[config.mk]
export PLATFORM = sky130hd
export DESIGN_NAME = branch_resolve_queue_flat
export DESIGN_NICKNAME = d
export VERILOG_FILES = /design/src/rtl/branch_resolve_queue_if.sv /design/src/rtl/branch_resolve_queue.sv /design/src/flat_wrapper.sv
export SDC_FILE = /design/constraint.sdc
export NUM_CORES = 1
export LEC_CHECK = 0
export CAP_MARGIN = 25
export CORE_UTILIZATION = 50
export CTS_CLUSTER_SIZE = 40
export DETAILED_ROUTE_END_ITERATION = 10
export HOLD_SLACK_MARGIN = 0.1
export PLACE_DENSITY = 0.85
export SLEW_MARGIN = 10
export SYNTH_ARGS = -nofsm -noshare
export SYNTH_HDL_FRONTEND = slang
export SYNTH_SLANG_ARGS = --single-unit
[constraint.sdc]
create_clock -name clk_i -period 7.1 [get_ports clk_i]
set_input_delay 2.13 -clock clk_i [delete_from_list [all_inputs] [get_ports clk_i]]
set_output_delay 2.13 -clock clk_i [all_outputs]
set_load 0.005 [all_outputs]
[src/rtl/branch_resolve_queue_if.sv]
// -----------------------------------------------------------------------------
// branch_resolve_queue_if
//
// Purpose:
//   Predictor-update channel from the branch resolve queue to the frontend
//   predictors (BHT/BTB/RAS training).
//
// Handshake:
//   A record transfers on a rising clock edge where upd_valid && upd_ready.
//   The master holds upd_valid and the payload stable while upd_valid is high
//   and upd_ready is low. The one exception is overflow: the master may
//   discard its oldest record, so the payload then moves to the next-oldest
//   record. upd_ready may be driven independently of upd_valid.
//
// Signals:
//   upd_valid    master -> slave  head record available
//   upd_ready    slave  -> master slave accepts head this cycle
//   upd_pc       master -> slave  instruction PC (VLEN)
//   upd_target   master -> slave  target address (VLEN)
//   upd_taken    master -> slave  taken flag
//   upd_cf_type  master -> slave  control-flow type (CF_W)
//
// Modports:
//   master  used by branch_resolve_queue
//   slave   used by the frontend predictors
// -----------------------------------------------------------------------------
interface branch_resolve_queue_if #(
    parameter int unsigned VLEN = 64,
    parameter int unsigned CF_W = 3
);
    logic            upd_valid;
    logic            upd_ready;
    logic [VLEN-1:0] upd_pc;
    logic [VLEN-1:0] upd_target;
    logic            upd_taken;
    logic [CF_W-1:0] upd_cf_type;

    modport master (
        output upd_valid,
        input  upd_ready,
        output upd_pc,
        output upd_target,
        output upd_taken,
        output upd_cf_type
    );

    modport slave (
        input  upd_valid,
        output upd_ready,
        input  upd_pc,
        input  upd_target,
        input  upd_taken,
        input  upd_cf_type
    );
endinterface

[src/rtl/branch_resolve_queue.sv]
// -----------------------------------------------------------------------------
// branch_resolve_queue
//
// Purpose:
//   Sits directly downstream of the branch unit.
//   - On a mispredict, it registers a one-cycle frontend redirect. The redirect
//     carries the full target PCC capability (metadata and cursor).
//   - It buffers predictor-update records in a small FIFO, so a busy predictor
//     never back-pressures execute. When the FIFO is full, the oldest record is
//     dropped in favour of the newest one.
//   - It drains the FIFO to the predictors over the upd interface (valid/ready).
//
// Parameters:
//   VLEN   virtual address width (taken from the core configuration)
//   PCLEN  capability PCC width; the cursor occupies bits [VLEN-1:0]
//   DEPTH  update FIFO entries; must be a power of two and at least 2
//   CF_W   width of the control-flow type; the value 0 means "not a CF instr"
//
// Ports:
//   clk_i, rst_ni             clock; synchronous active-low reset
//   flush_i                   pipeline flush; suppresses the redirect only
//   res_*_i                   resolved control-flow instruction from branch unit
//   redirect_valid_o          one-cycle pulse; fetch from redirect_pcc_o
//   redirect_pcc_o            new PCC; holds its value between pulses
//   upd                       predictor-update channel (master side)
//   upd_count_o               FIFO occupancy
//   upd_drop_o                one-cycle pulse when the oldest entry is discarded
//   mispredict_cnt_o          perf counter: number of redirect pulses
//   drop_cnt_o                perf counter: number of drops (saturating)
//
// Configuration:
//   CVA6_BRQ_PERF_EN  when defined, the two perf counters are instantiated.
//                     Otherwise mispredict_cnt_o and drop_cnt_o are tied to 0.
// -----------------------------------------------------------------------------
module branch_resolve_queue #(
    parameter int unsigned VLEN  = 64,
    parameter int unsigned PCLEN = 128,
    parameter int unsigned DEPTH = 4,
    parameter int unsigned CF_W  = 3
) (
    input  logic                       clk_i,
    input  logic                       rst_ni,
    input  logic                       flush_i,

    input  logic                       res_valid_i,
    input  logic [VLEN-1:0]            res_pc_i,
    input  logic [PCLEN-1:0]           res_target_i,
    input  logic                       res_is_taken_i,
    input  logic                       res_is_mispredict_i,
    input  logic [CF_W-1:0]            res_cf_type_i,

    output logic                       redirect_valid_o,
    output logic [PCLEN-1:0]           redirect_pcc_o,

    branch_resolve_queue_if.master     upd,

    output logic [$clog2(DEPTH):0]     upd_count_o,
    output logic                       upd_drop_o,
    output logic [31:0]                mispredict_cnt_o,
    output logic [15:0]                drop_cnt_o
);

    localparam int unsigned PTR_W = $clog2(DEPTH);
    localparam int unsigned CNT_W = PTR_W + 1;
    localparam logic [CNT_W-1:0] FULL_CNT = CNT_W'(DEPTH);
    localparam logic [CF_W-1:0]  NO_CF    = '0;

    typedef struct packed {
        logic [VLEN-1:0] pc;
        logic [VLEN-1:0] target;
        logic            taken;
        logic [CF_W-1:0] cf_type;
    } entry_t;

    // ------------------------------------------------------------------
    // Redirect stage: a single flop stage.
    // ------------------------------------------------------------------
    logic             redirect_valid_q, redirect_valid_d;
    logic [PCLEN-1:0] redirect_pcc_q,   redirect_pcc_d;

    always_comb begin
        redirect_valid_d = res_valid_i && res_is_mispredict_i && !flush_i;
        // The PCC only updates on a pulse, so the frontend sees a stable value
        // between redirects.
        redirect_pcc_d   = redirect_valid_d ? res_target_i : redirect_pcc_q;
    end

    always_ff @(posedge clk_i) begin
        if (!rst_ni) begin
            redirect_valid_q <= 1'b0;
            redirect_pcc_q   <= '0;
        end else begin
            redirect_valid_q <= redirect_valid_d;
            redirect_pcc_q   <= redirect_pcc_d;
        end
    end

    assign redirect_valid_o = redirect_valid_q;
    assign redirect_pcc_o   = redirect_pcc_q;

    // ------------------------------------------------------------------
    // Update FIFO
    // ------------------------------------------------------------------
    entry_t             mem_q [DEPTH];
    logic [PTR_W-1:0]   wr_ptr_q, wr_ptr_d;
    logic [PTR_W-1:0]   rd_ptr_q, rd_ptr_d;
    logic [CNT_W-1:0]   count_q,  count_d;
    logic               drop_q,   drop_d;

    logic   enq;
    logic   deq;
    logic   not_empty;
    logic   full;
    entry_t new_entry;
    entry_t head;

    assign not_empty = (count_q != '0);
    assign full      = (count_q == FULL_CNT);

    // Training is kept whether or not the instruction mispredicted, and
    // whether or not a flush is in progress: the outcome itself is final.
    assign enq = res_valid_i && (res_cf_type_i != NO_CF);
    assign deq = not_empty && upd.upd_ready;

    always_comb begin
        new_entry         = '0;
        new_entry.pc      = res_pc_i;
        new_entry.target  = res_target_i[VLEN-1:0];
        new_entry.taken   = res_is_taken_i;
        new_entry.cf_type = res_cf_type_i;
    end

    always_comb begin
        wr_ptr_d = wr_ptr_q;
        rd_ptr_d = rd_ptr_q;
        count_d  = count_q;
        drop_d   = 1'b0;

        // Overflow: when full, an enqueue with no dequeue overwrites the
        // oldest slot. At full, wr_ptr == rd_ptr, so advancing both pointers
        // retires the oldest entry and makes the new entry the tail.
        if (enq && !deq && full) begin
            drop_d = 1'b1;
        end

        if (enq) begin
            wr_ptr_d = wr_ptr_q + 1'b1;
        end
        if (deq || drop_d) begin
            rd_ptr_d = rd_ptr_q + 1'b1;
        end

        if (enq && !deq && !full) begin
            count_d = count_q + 1'b1;
        end else if (deq && !enq) begin
            count_d = count_q - 1'b1;
        end
    end

    always_ff @(posedge clk_i) begin
        if (!rst_ni) begin
            wr_ptr_q <= '0;
            rd_ptr_q <= '0;
            count_q  <= '0;
            drop_q   <= 1'b0;
        end else begin
            wr_ptr_q <= wr_ptr_d;
            rd_ptr_q <= rd_ptr_d;
            count_q  <= count_d;
            drop_q   <= drop_d;
        end
    end

    // The storage needs no reset: the head outputs are gated by occupancy.
    always_ff @(posedge clk_i) begin
        if (rst_ni && enq) begin
            mem_q[wr_ptr_q] <= new_entry;
        end
    end

    // The head is read only from registers, so no combinational path runs
    // from res_* to upd_*. The outputs read as zero while the FIFO is empty.
    always_comb begin
        head = '0;
        if (not_empty) begin
            head = mem_q[rd_ptr_q];
        end
    end

    assign upd.upd_valid   = not_empty;
    assign upd.upd_pc      = head.pc;
    assign upd.upd_target  = head.target;
    assign upd.upd_taken   = head.taken;
    assign upd.upd_cf_type = head.cf_type;
    assign upd_count_o     = count_q;
    assign upd_drop_o      = drop_q;

    // ------------------------------------------------------------------
    // Performance counters
    // ------------------------------------------------------------------
`ifdef CVA6_BRQ_PERF_EN
    logic [31:0] mis_cnt_q;
    logic [15:0] drop_cnt_q;

    // Each counter steps on the same edge that raises its pulse, so the
    // count and the pulse become visible in the same cycle.
    always_ff @(posedge clk_i) begin
        if (!rst_ni) begin
            mis_cnt_q  <= '0;
            drop_cnt_q <= '0;
        end else begin
            if (redirect_valid_d) begin
                mis_cnt_q <= mis_cnt_q + 32'd1;
            end
            if (drop_d && (drop_cnt_q != 16'hFFFF)) begin
                drop_cnt_q <= drop_cnt_q + 16'd1;
            end
        end
    end

    assign mispredict_cnt_o = mis_cnt_q;
    assign drop_cnt_o       = drop_cnt_q;
`else
    assign mispredict_cnt_o = '0;
    assign drop_cnt_o       = '0;
`endif

endmodule

[src/flat_wrapper.sv]
// flat-port wrapper written by rule: the top's interface ports become plain ports
module branch_resolve_queue_flat 
#(
    parameter int unsigned VLEN  = 64,
    parameter int unsigned PCLEN = 128,
    parameter int unsigned DEPTH = 4,
    parameter int unsigned CF_W  = 3
)
  (clk_i, rst_ni, flush_i, res_valid_i, res_pc_i, res_target_i, res_is_taken_i, res_is_mispredict_i, res_cf_type_i, redirect_valid_o, redirect_pcc_o, upd_count_o, upd_drop_o, mispredict_cnt_o, drop_cnt_o, upd_upd_valid, upd_upd_ready, upd_upd_pc, upd_upd_target, upd_upd_taken, upd_upd_cf_type);
  branch_resolve_queue_if #(.VLEN(VLEN), .CF_W(CF_W)) upd_i ();
  input  logic clk_i;
  input  logic rst_ni;
  input  logic flush_i;
  input  logic res_valid_i;
  input  logic [VLEN-1:0] res_pc_i;
  input  logic [PCLEN-1:0] res_target_i;
  input  logic res_is_taken_i;
  input  logic res_is_mispredict_i;
  input  logic [CF_W-1:0] res_cf_type_i;
  output logic redirect_valid_o;
  output logic [PCLEN-1:0] redirect_pcc_o;
  output logic [$clog2(DEPTH):0] upd_count_o;
  output logic upd_drop_o;
  output logic [31:0] mispredict_cnt_o;
  output logic [15:0] drop_cnt_o;
  output wire logic [$bits(upd_i.upd_valid)-1:0] upd_upd_valid;
  input wire logic [$bits(upd_i.upd_ready)-1:0] upd_upd_ready;
  output wire logic [$bits(upd_i.upd_pc)-1:0] upd_upd_pc;
  output wire logic [$bits(upd_i.upd_target)-1:0] upd_upd_target;
  output wire logic [$bits(upd_i.upd_taken)-1:0] upd_upd_taken;
  output wire logic [$bits(upd_i.upd_cf_type)-1:0] upd_upd_cf_type;
  assign upd_upd_valid = upd_i.upd_valid;
  assign upd_i.upd_ready = upd_upd_ready;
  assign upd_upd_pc = upd_i.upd_pc;
  assign upd_upd_target = upd_i.upd_target;
  assign upd_upd_taken = upd_i.upd_taken;
  assign upd_upd_cf_type = upd_i.upd_cf_type;
  branch_resolve_queue #(.VLEN(VLEN), .PCLEN(PCLEN), .DEPTH(DEPTH), .CF_W(CF_W)) u_core (.clk_i(clk_i), .rst_ni(rst_ni), .flush_i(flush_i), .res_valid_i(res_valid_i), .res_pc_i(res_pc_i), .res_target_i(res_target_i), .res_is_taken_i(res_is_taken_i), .res_is_mispredict_i(res_is_mispredict_i), .res_cf_type_i(res_cf_type_i), .redirect_valid_o(redirect_valid_o), .redirect_pcc_o(redirect_pcc_o), .upd(upd_i), .upd_count_o(upd_count_o), .upd_drop_o(upd_drop_o), .mispredict_cnt_o(mispredict_cnt_o), .drop_cnt_o(drop_cnt_o));
endmodule
# Word-level counts from Yosys, hierarchy flattened
# Memory sizes are Yosys's and may differ from the RTL's. A register that Yosys moved wholly into a read port is not among the register bits.
# Index checks and enable logic that the tools add are counted.
[totals] memories=1 mem_bits_ro=0 ff_bits=137 latchBits=0 elab_cells=37 ram_bits=528 input_bits=202 out_inout_bits=314
[mem_list] memory="u_core.mem_q" depth=4 width=132 read_ports=1 rd_ports_with_merged_regs=1 wr=1 line_no="branch_resolve_queue.sv:104" rtl="entry_t mem_q [DEPTH];"
[classes] addsub=4 bitwise=0 shifts=0 mul=0 div=0 reduce_logical=17 n_eq_ne=1 magnitude_cmp=0 n_mux=8
[ops] op="2-to-1 mux 132 bit" n=1
[ops] op="logical AND 1 bit" n=9
[ops] op="2-to-1 mux 3 bit" n=2
[ops] op="nonzero test 3 bit" n=2
[ops] op="adder 2 x 1 -> 2 bit, second input constant" n=2
[ops] op="logical NOT 1 bit" n=4
[ops] op="2-to-1 mux 2 bit" n=2
[ops] op="adder 3 x 1 -> 3 bit, second input constant" n=1
[ops] op="equality test 3 bit, second input constant" n=1
[ops] op="2-to-1 mux 1 bit" n=3
[ops] op="subtractor 3 x 1 -> 3 bit, second input constant" n=1
[ops] op="nonzero test 2 bit" n=1
[ops] op="logical OR 1 bit" n=1

# Longest topological paths before layout
# Gate-level depths: netlist of run 1.
[depth] depth_word=9 mapped_depth=8

# Worst setup path before layout of run 1
# No wires, ideal clock.
[synth_timing] kind="input to register" start="in res_cf_type_i[2]" end="mem u_core.mem_q[1][0] in the netlist's numbering, enable pin" t_arrival_ps=5777 slack_ps=815 stages=4 required_ps=6592 cell_sequence="o31a_1 -> buf_6 -> clkbuf_1 -> and3_1"
[synth_between] elab_chain_cells=5
[synth_rtl] item="start: declaration" line_no="flat_wrapper.sv:19" rtl="input logic [CF_W-1:0] res_cf_type_i;"
[synth_rtl] item="nonzero test 3 bit" line_no="branch_resolve_queue.sv:122" rtl="assign enq = res_valid_i && (res_cf_type_i != NO_CF);"
[synth_rtl] item="logical AND 1 bit" line_no="branch_resolve_queue.sv:122"
[synth_rtl] item="logical AND 1 bit" line_no="branch_resolve_queue.sv:176" rtl="if (rst_ni && enq) begin"
[synth_rtl] item="2-to-1 mux 1 bit" line_no="branch_resolve_queue.sv:176"
[synth_rtl] item="2-to-1 mux 1 bit (not written as such)" line_no="branch_resolve_queue.sv:177" rtl="mem_q[wr_ptr_q] <= new_entry;"
[synth_rtl] item="end: declaration" line_no="branch_resolve_queue.sv:104"
# Every way passes these cells.

# Worst setup path in the final report of run 1
[layout_timing] start="reg u_core.count_q[2], in the netlist u_core.upd_count_o[2]" end="out upd_upd_pc[4]"
[layout_between] elab_chain_cells=2
[layout_rtl] item="start: declaration" line_no="branch_resolve_queue.sv:107" rtl="logic [CNT_W-1:0] count_q, count_d;"
[layout_rtl] item="start signal: assignment" line_no="branch_resolve_queue.sv:169" rtl="count_q <= count_d;"
[layout_rtl] item="nonzero test 3 bit" line_no="branch_resolve_queue.sv:117" rtl="assign not_empty = (count_q != '0);"
[layout_rtl] item="2-to-1 mux 132 bit" line_no="branch_resolve_queue.sv:185" rtl="if (not_empty) begin"
[layout_rtl] item="end: declaration" line_no="flat_wrapper.sv:28" rtl="output wire logic [$bits(upd_i.upd_pc)-1:0] upd_upd_pc;"
# Every way passes these cells.

==> out/metrics.cfg, run 1 <==
[clock_network]
postCtsSetupBuffers=0
cts_buffer_depth=3
numCtsBuffers=67
cts_tree=done
cts_htree_levels=3
root_buffer=clkbuf_16
path_clk_slew_ns=0.06
cts-resized-gates=0
clock_latency_ns=0.60
hold_buffers=0
clock_sinks=667

[yosys]
async_flop_share_pct=0
yosys_warnings=0
synth_top_area_cell=edfxtp_1
synth_top_area_share_pct=62.9
ys_seq_elements=667
synth_edf_count=528
synthTopCellsByCount=edfxtp_1, nand2_1, dfxtp_1
ys_types=32
syn_avg_cell_area_um2=16.7
syn_area_um2=25200
yosysSeqAreaShare_pct=73.9
synth_most_common_cell=edfxtp_1
synthFlopType=edfxtp_1
synth_top_cells_by_area=edfxtp_1, mux4_2, dfxtp_1
syn_inst=1512

[floorplanning]
die_x_um=227
pin_count=516
chipHeight_um=227
core.rowCount=81
die_area_um2=51300
core_region_area_um2=49400
start_util_pct=51.1

[timing]
fin_skew_ns=0.0218
hold_viol=0
min_period_ns=5.55
timing.fmax_mhz=180
final.period_utilization_pct=78.2
worstMarginPinSlew_ns=1.01
rsz0062_at_grt=no
setup_tns_ns=0
relSlewSlack_pct=32.5
setup_viol=0
drv_slew=0

[critical_path]
slowest_stage=clkinv_2
start_kind=register
rrSetupSlack_ns=4.80
crit_chain=nor3_1, clkinv_2, buf_4, and2_1, clkdlybuf4s50_1
r2r_cells=5
critical_path.endpoint_type=output pin
arrival_ns=3.42
path_class=register to output pin
cp_data_required_time_ns=4.97
r2r_start=u_core.upd_count_o[2]
cp_max_fo=81
cpPeakStageDelay_ns=0.69
r2r_end=u_core.upd_count_o[2]

[route]
drtIter0Drc=1107
wirelength_um=60200
drt-pass1-iter-count=5
wl_per_cell_um=22.3
vias=14700
antenna_left=0
drc=0
via_per_inst=5.43

[finish]
multi_input_area_um2=5960
final_area_um2=32500
regArea_um2=18600
syn2layout_area_growth_pct=29.0
postLayoutCoreUtil_pct=65.9
n_fill_cell=3251
fin_nets=2186
final_layout_size_suffix_gt1_share_pct=12.6

[placement]
portBuffers=467
routabilityCongestion=0.804
post-dp-hpwl_um=37700
postPlaceCellArea_um2=30400

[global_route]
overflow=0
gr-usage-all-layers_pct=23.2
grt_pass1_wl_um=87400
antenna_found_initial=9
grt_max_degree=97
grt_pass1_vias=14700

[job]
maxCapViolations=0

[outcome]
status=finished, final reports clean

[hold_path]
holdPathStages=2
whs_endpoint=u_core.redirect_pcc_o[70]
worstHoldStart=u_core.redirect_pcc_o[70]
worstHoldPathType=register to register

[pwr]
p_per_area_nw_per_um2=324
p_leak_nw=10.5
irDropWorstVdd_v=0.000189

[per-layer routing]
metal	vias to the layer above	GRT usage (%)	part of all wire, %
li1	6465	-	-
met1	7422	29.1	38
met2	658	38.8	50
met3	109	5.78	8.4
met4	8	9.09	2.7
met5	-	0	0.090
[layout make-up]
| cell class | instances | area share (%) |
|---|---|---|
| repair buffers | 488 | 15.2 |
| well taps | 664 | 2.55 |
| clock buffers | 88 | 5.56 |
| flip-flops and latches | 667 | 57.3 |
| inverters | 4 | 0.0577 |
| diodes | 5 | 0.0385 |
| multi-input cells | 751 | 18.3 |
| clock inverters | 35 | 0.939 |
[registers in the layout, indices dropped and copies added, names as in the netlist, named ones only]
name,flops
u_core.redirect_valid_o,1
u_core.wr_ptr_q,2
u_core.rd_ptr_q,2
u_core.upd_drop_o,1
u_core.redirect_pcc_o,128
u_core.mem_q,528
u_core.upd_count_o,3
[where the power goes]
part           internal (mW)  switching [mW]
sequential              4.34           0.136
clock                   1.95            1.44
combinational           1.58            1.08
[worst max-delay path by stage]
stage | startpoint | end | slack, ns | cells after the start
6_report | u_core.upd_count_o[2] | upd_upd_pc[4] | 1.55 | 5
5_1_grt | u_core.upd_count_o[0] | upd_upd_pc[1] | 1.33 | 5
4_1_cts | u_core.upd_count_o[0] | upd_upd_target[4] | 1.50 | 5
3_5_place_dp | res_valid_i | u_core.mem_q[1][39] | 2.02 | 4
3_3_place_gp | res_valid_i | u_core.mem_q[0][42] | 2.10 | 4
2_1_floorplan | res_cf_type_i[2] | u_core.mem_q[1][0] | 0.82 | 4
[cell usage in the layout (no fill, tap or decap), types with 3 or more instances in the layout]
| cell | count |
|---|---|
| bufinv_16 | 4 |
| xnor2_1 | 3 |
| ha_1 | 4 |
| and2_1 | 132 |
| nor2_1 | 9 |
| diode_2 | 5 |
| conb_1 | 48 |
| a21oi_1 | 135 |
| clkbuf_16 | 69 |
| buf_4 | 13 |
| edfxtp_1 | 528 |
| nand2_1 | 262 |
| or3_1 | 3 |
| o21ai_0 | 3 |
| clkinv_1 | 12 |
| buf_12 | 7 |
| inv_6 | 3 |
| dfxtp_1 | 137 |
| and3_4 | 4 |
| mux4_2 | 132 |
| clkdlybuf4s50_1 | 467 |
| clkbuf_1 | 18 |
| clkinv_2 | 11 |
[metrics by stage]
stage,setup WS [ns],hold WS [ns],total power [mW],cells
floorplan,0.815,0.453,5.88,1559
global placement,2.10,0.441,7.17,2573
detailed placement,2.02,0.446,7.24,2573
CTS,1.50,0.455,10.6,2696
global route,1.33,0.476,10.9,2700
finish,1.55,0.453,10.5,2702
[cells by family after synthesis]
family / after synthesis / synth area share (%)
buffers and inverters: 141 / 3.28
xor gates and xnor gates: 3 / 0.104
other: 1 / 0.0149
DFF: 667 / 73.9
muxes: 132 / 11.8
and+or+nand+nor: 420 / 7.73
adders and majority gates: 5 / 0.278
AOI/OAI and AO/OA: 143 / 2.89
[critical path: cells and delay by family, from the launching register on]
family | cells | cell delay, ns
buffers and inverters | 3 | 1.70
AND/OR/NAND/NOR | 2 | 0.66
flip-flops | 1 | 0.38
Power figures use the tool's default switching activity.
==> run 2: changes to the inputs <==
- CORE_UTILIZATION: 50 -> 46
- PLACE_DENSITY: 0.85 -> 0.83
- clock period: 7.1 -> 4.5 ns (I/O delays scaled with it)
==> out/metrics.cfg, run 2 (synthesized netlist as in run 1, its figures left out) <==
[critical_path]
r2r_end=u_core.upd_count_o[2]
arrival_ns=2.89  ; -0.53 ns
r2r_cells=5  ; unchanged
r2r_start=u_core.upd_count_o[0]
cp_data_required_time_ns=3.15  ; -1.82 ns
cpLargestDelayFamily=buffers and inverters
rrSetupSlack_ns=2.07  ; -2.73 ns
crit_chain=nor3_1, inv_4, buf_4, and2_1, clkdlybuf4s50_1
critPathBufInv=3  ; unchanged
slowest_stage=inv_4
path_depth=5  ; unchanged
cp_max_fo=70  ; -14%
cpPeakStageDelay_ns=0.58  ; -0.11 ns
path_class=register to output pin
start_kind=register
critical_path.endpoint_type=output pin

[route]
wl_per_cell_um=21.7  ; -2.6%
drt-pass1-iter-count=5  ; unchanged
drc=0  ; unchanged
via_per_inst=5.29  ; -2.5%
met1_length_um=23800  ; +3.2%
wl_met3_um=4990  ; -0.95%
drtIter0Drc=720  ; -35%
antenna_left=0  ; unchanged
vias=14500  ; -1.1%
wirelength_um=59500  ; -1.1%
wl_met2_um=28800  ; -5.3%
topRoutingLayerUsed=met5

[pwr]
p_leak_nw=10.7  ; +1.5%
power_mw=17.1  ; +63%
irDropWorstVdd_v=0.000317  ; +68%
p_per_area_nw_per_um2=521  ; +61%

[floorplanning]
pin_count=516  ; unchanged
start_util_pct=46.7  ; -4.4 points
core.rowCount=85  ; +4.9%
die_area_um2=55800  ; +8.6%
die_x_um=236  ; +4.2%
chipHeight_um=236  ; +4.2%
core_region_area_um2=54000  ; +9.5%

[clock_network]
cts_buffer_depth=3  ; unchanged
path_clk_slew_ns=0.06  ; about the same
postCtsSetupBuffers=0  ; unchanged
numCtsBuffers=69  ; +3.0%
root_buffer=clkbuf_16
hold_buffers=0  ; unchanged
cts-resized-gates=0  ; unchanged
cts_htree_levels=3  ; unchanged
cts_tree=done
clock_latency_ns=0.59  ; about the same
clock_sinks=667  ; unchanged

[timing]
worstMarginPinSlew_ns=0.779  ; -0.232 ns
min_period_ns=4.24
setup_tns_ns=0  ; unchanged
fin_skew_ns=0.0194  ; -0.00238 ns
final.period_utilization_pct=94.2
rsz0062_at_grt=no
hold_viol=0  ; unchanged
timing.fmax_mhz=236
drv_slew=0  ; unchanged
setup_viol=0  ; unchanged
relSlewSlack_pct=48.1  ; +16 points
whs_ns=0.452  ; -0.00115 ns

[finish]
largest_register_ffs=528  ; unchanged
mostFrequentLayoutCell=edfxtp_1
multi_input_area_um2=5960  ; unchanged
regArea_um2=18600  ; unchanged
final_layout_size_suffix_gt1_share_pct=13.3  ; +0.67 points
postLayoutCoreUtil_pct=60.9  ; -5.0 points
final_cell_mix=edfxtp_1, clkdlybuf4s50_1, nand2_1
syn2layout_area_growth_pct=30.4
n_fill_cell=3829  ; +18%
fin_nets=2197  ; +0.50%
top_register=u_core.mem_q

[hold_path]
worstHoldPathType=register to register
holdPathStages=2  ; unchanged
worstHoldStart=u_core.redirect_pcc_o[37]
whs_endpoint=u_core.redirect_pcc_o[37]

[global_route]
overflow=0  ; unchanged
gr-usage-all-layers_pct=21.2  ; -2.0 points
grt_pass1_wl_um=89000  ; +1.8%
grt_max_degree=102  ; +5.2%
grt_pass1_vias=15000  ; +1.5%
antenna_found_initial=10  ; +1

[placement]
post-dp-hpwl_um=37600  ; -0.23%
routabilityCongestion=0.815  ; +1.4%
portBuffers=467  ; unchanged

[outcome]
status=finished, final reports clean

[job]
maxCapViolations=0  ; unchanged

-- run 2: area by class of cell --
| type | count | share of cell area (%) |
|---|---|---|
| inverter | 4 | 0.0609 |
| sequential | 667 | 56.7 |
| clock buffer | 92 | 5.67 |
| multi-input combinational | 751 | 18.1 |
| timing repair buffer | 497 | 15.6 |
| antenna | 4 | 0.0304 |
| clock inverter | 32 | 1.20 |
| tap | 696 | 2.65 |
-- run 2: where the power goes --
| group | switching (mW) | internal [mW] |
|---|---|---|
| clock | 2.30 | 3.39 |
| combinational | 1.80 | 2.61 |
| sequential | 0.169 | 6.84 |
-- run 2: how the worst max path moves through the flow --
stage | start | to
4_1_cts | register | upd_upd_pc[9]
2_1_floorplan | res_cf_type_i[2] | u_core.mem_q[0][0]
3_5_place_dp | res_cf_type_i[2] | u_core.mem_q[1][45]
3_3_place_gp | res_cf_type_i[2] | u_core.mem_q[1][45]
6_report | u_core.upd_count_o[0] | upd_upd_pc[1]
5_1_grt | u_core.upd_count_o[0] | upd_upd_pc[26]
-- run 2: per-layer routing --
metal / GRT usage [%] / vias up
met2: 34.3 / 571
met1: 26.8 / 7293
met3: 6.59 / 126
li1: - / 6502
met4: 8.28 / 14
met5: 0 / -
-- run 2: worst register-to-register path: stages (launching register included) --
cell	delay [ns]
dfxtp_1	0.38
nor3_1	0.47
o21ai_0	0.23
fa_1	0.47
or4_1	0.56
a31oi_1	0.22
-- run 2: per-stage QoR --
step	area, um2	instances	setup slack (ns)
final	32900	2743	0.259
after floorplan	25400	1559	0.495
after detailed placement	30600	2615	0.746
after CTS	32900	2739	0.147
after global placement	30600	2615	0.801
after global routing	32900	2739	0.0710
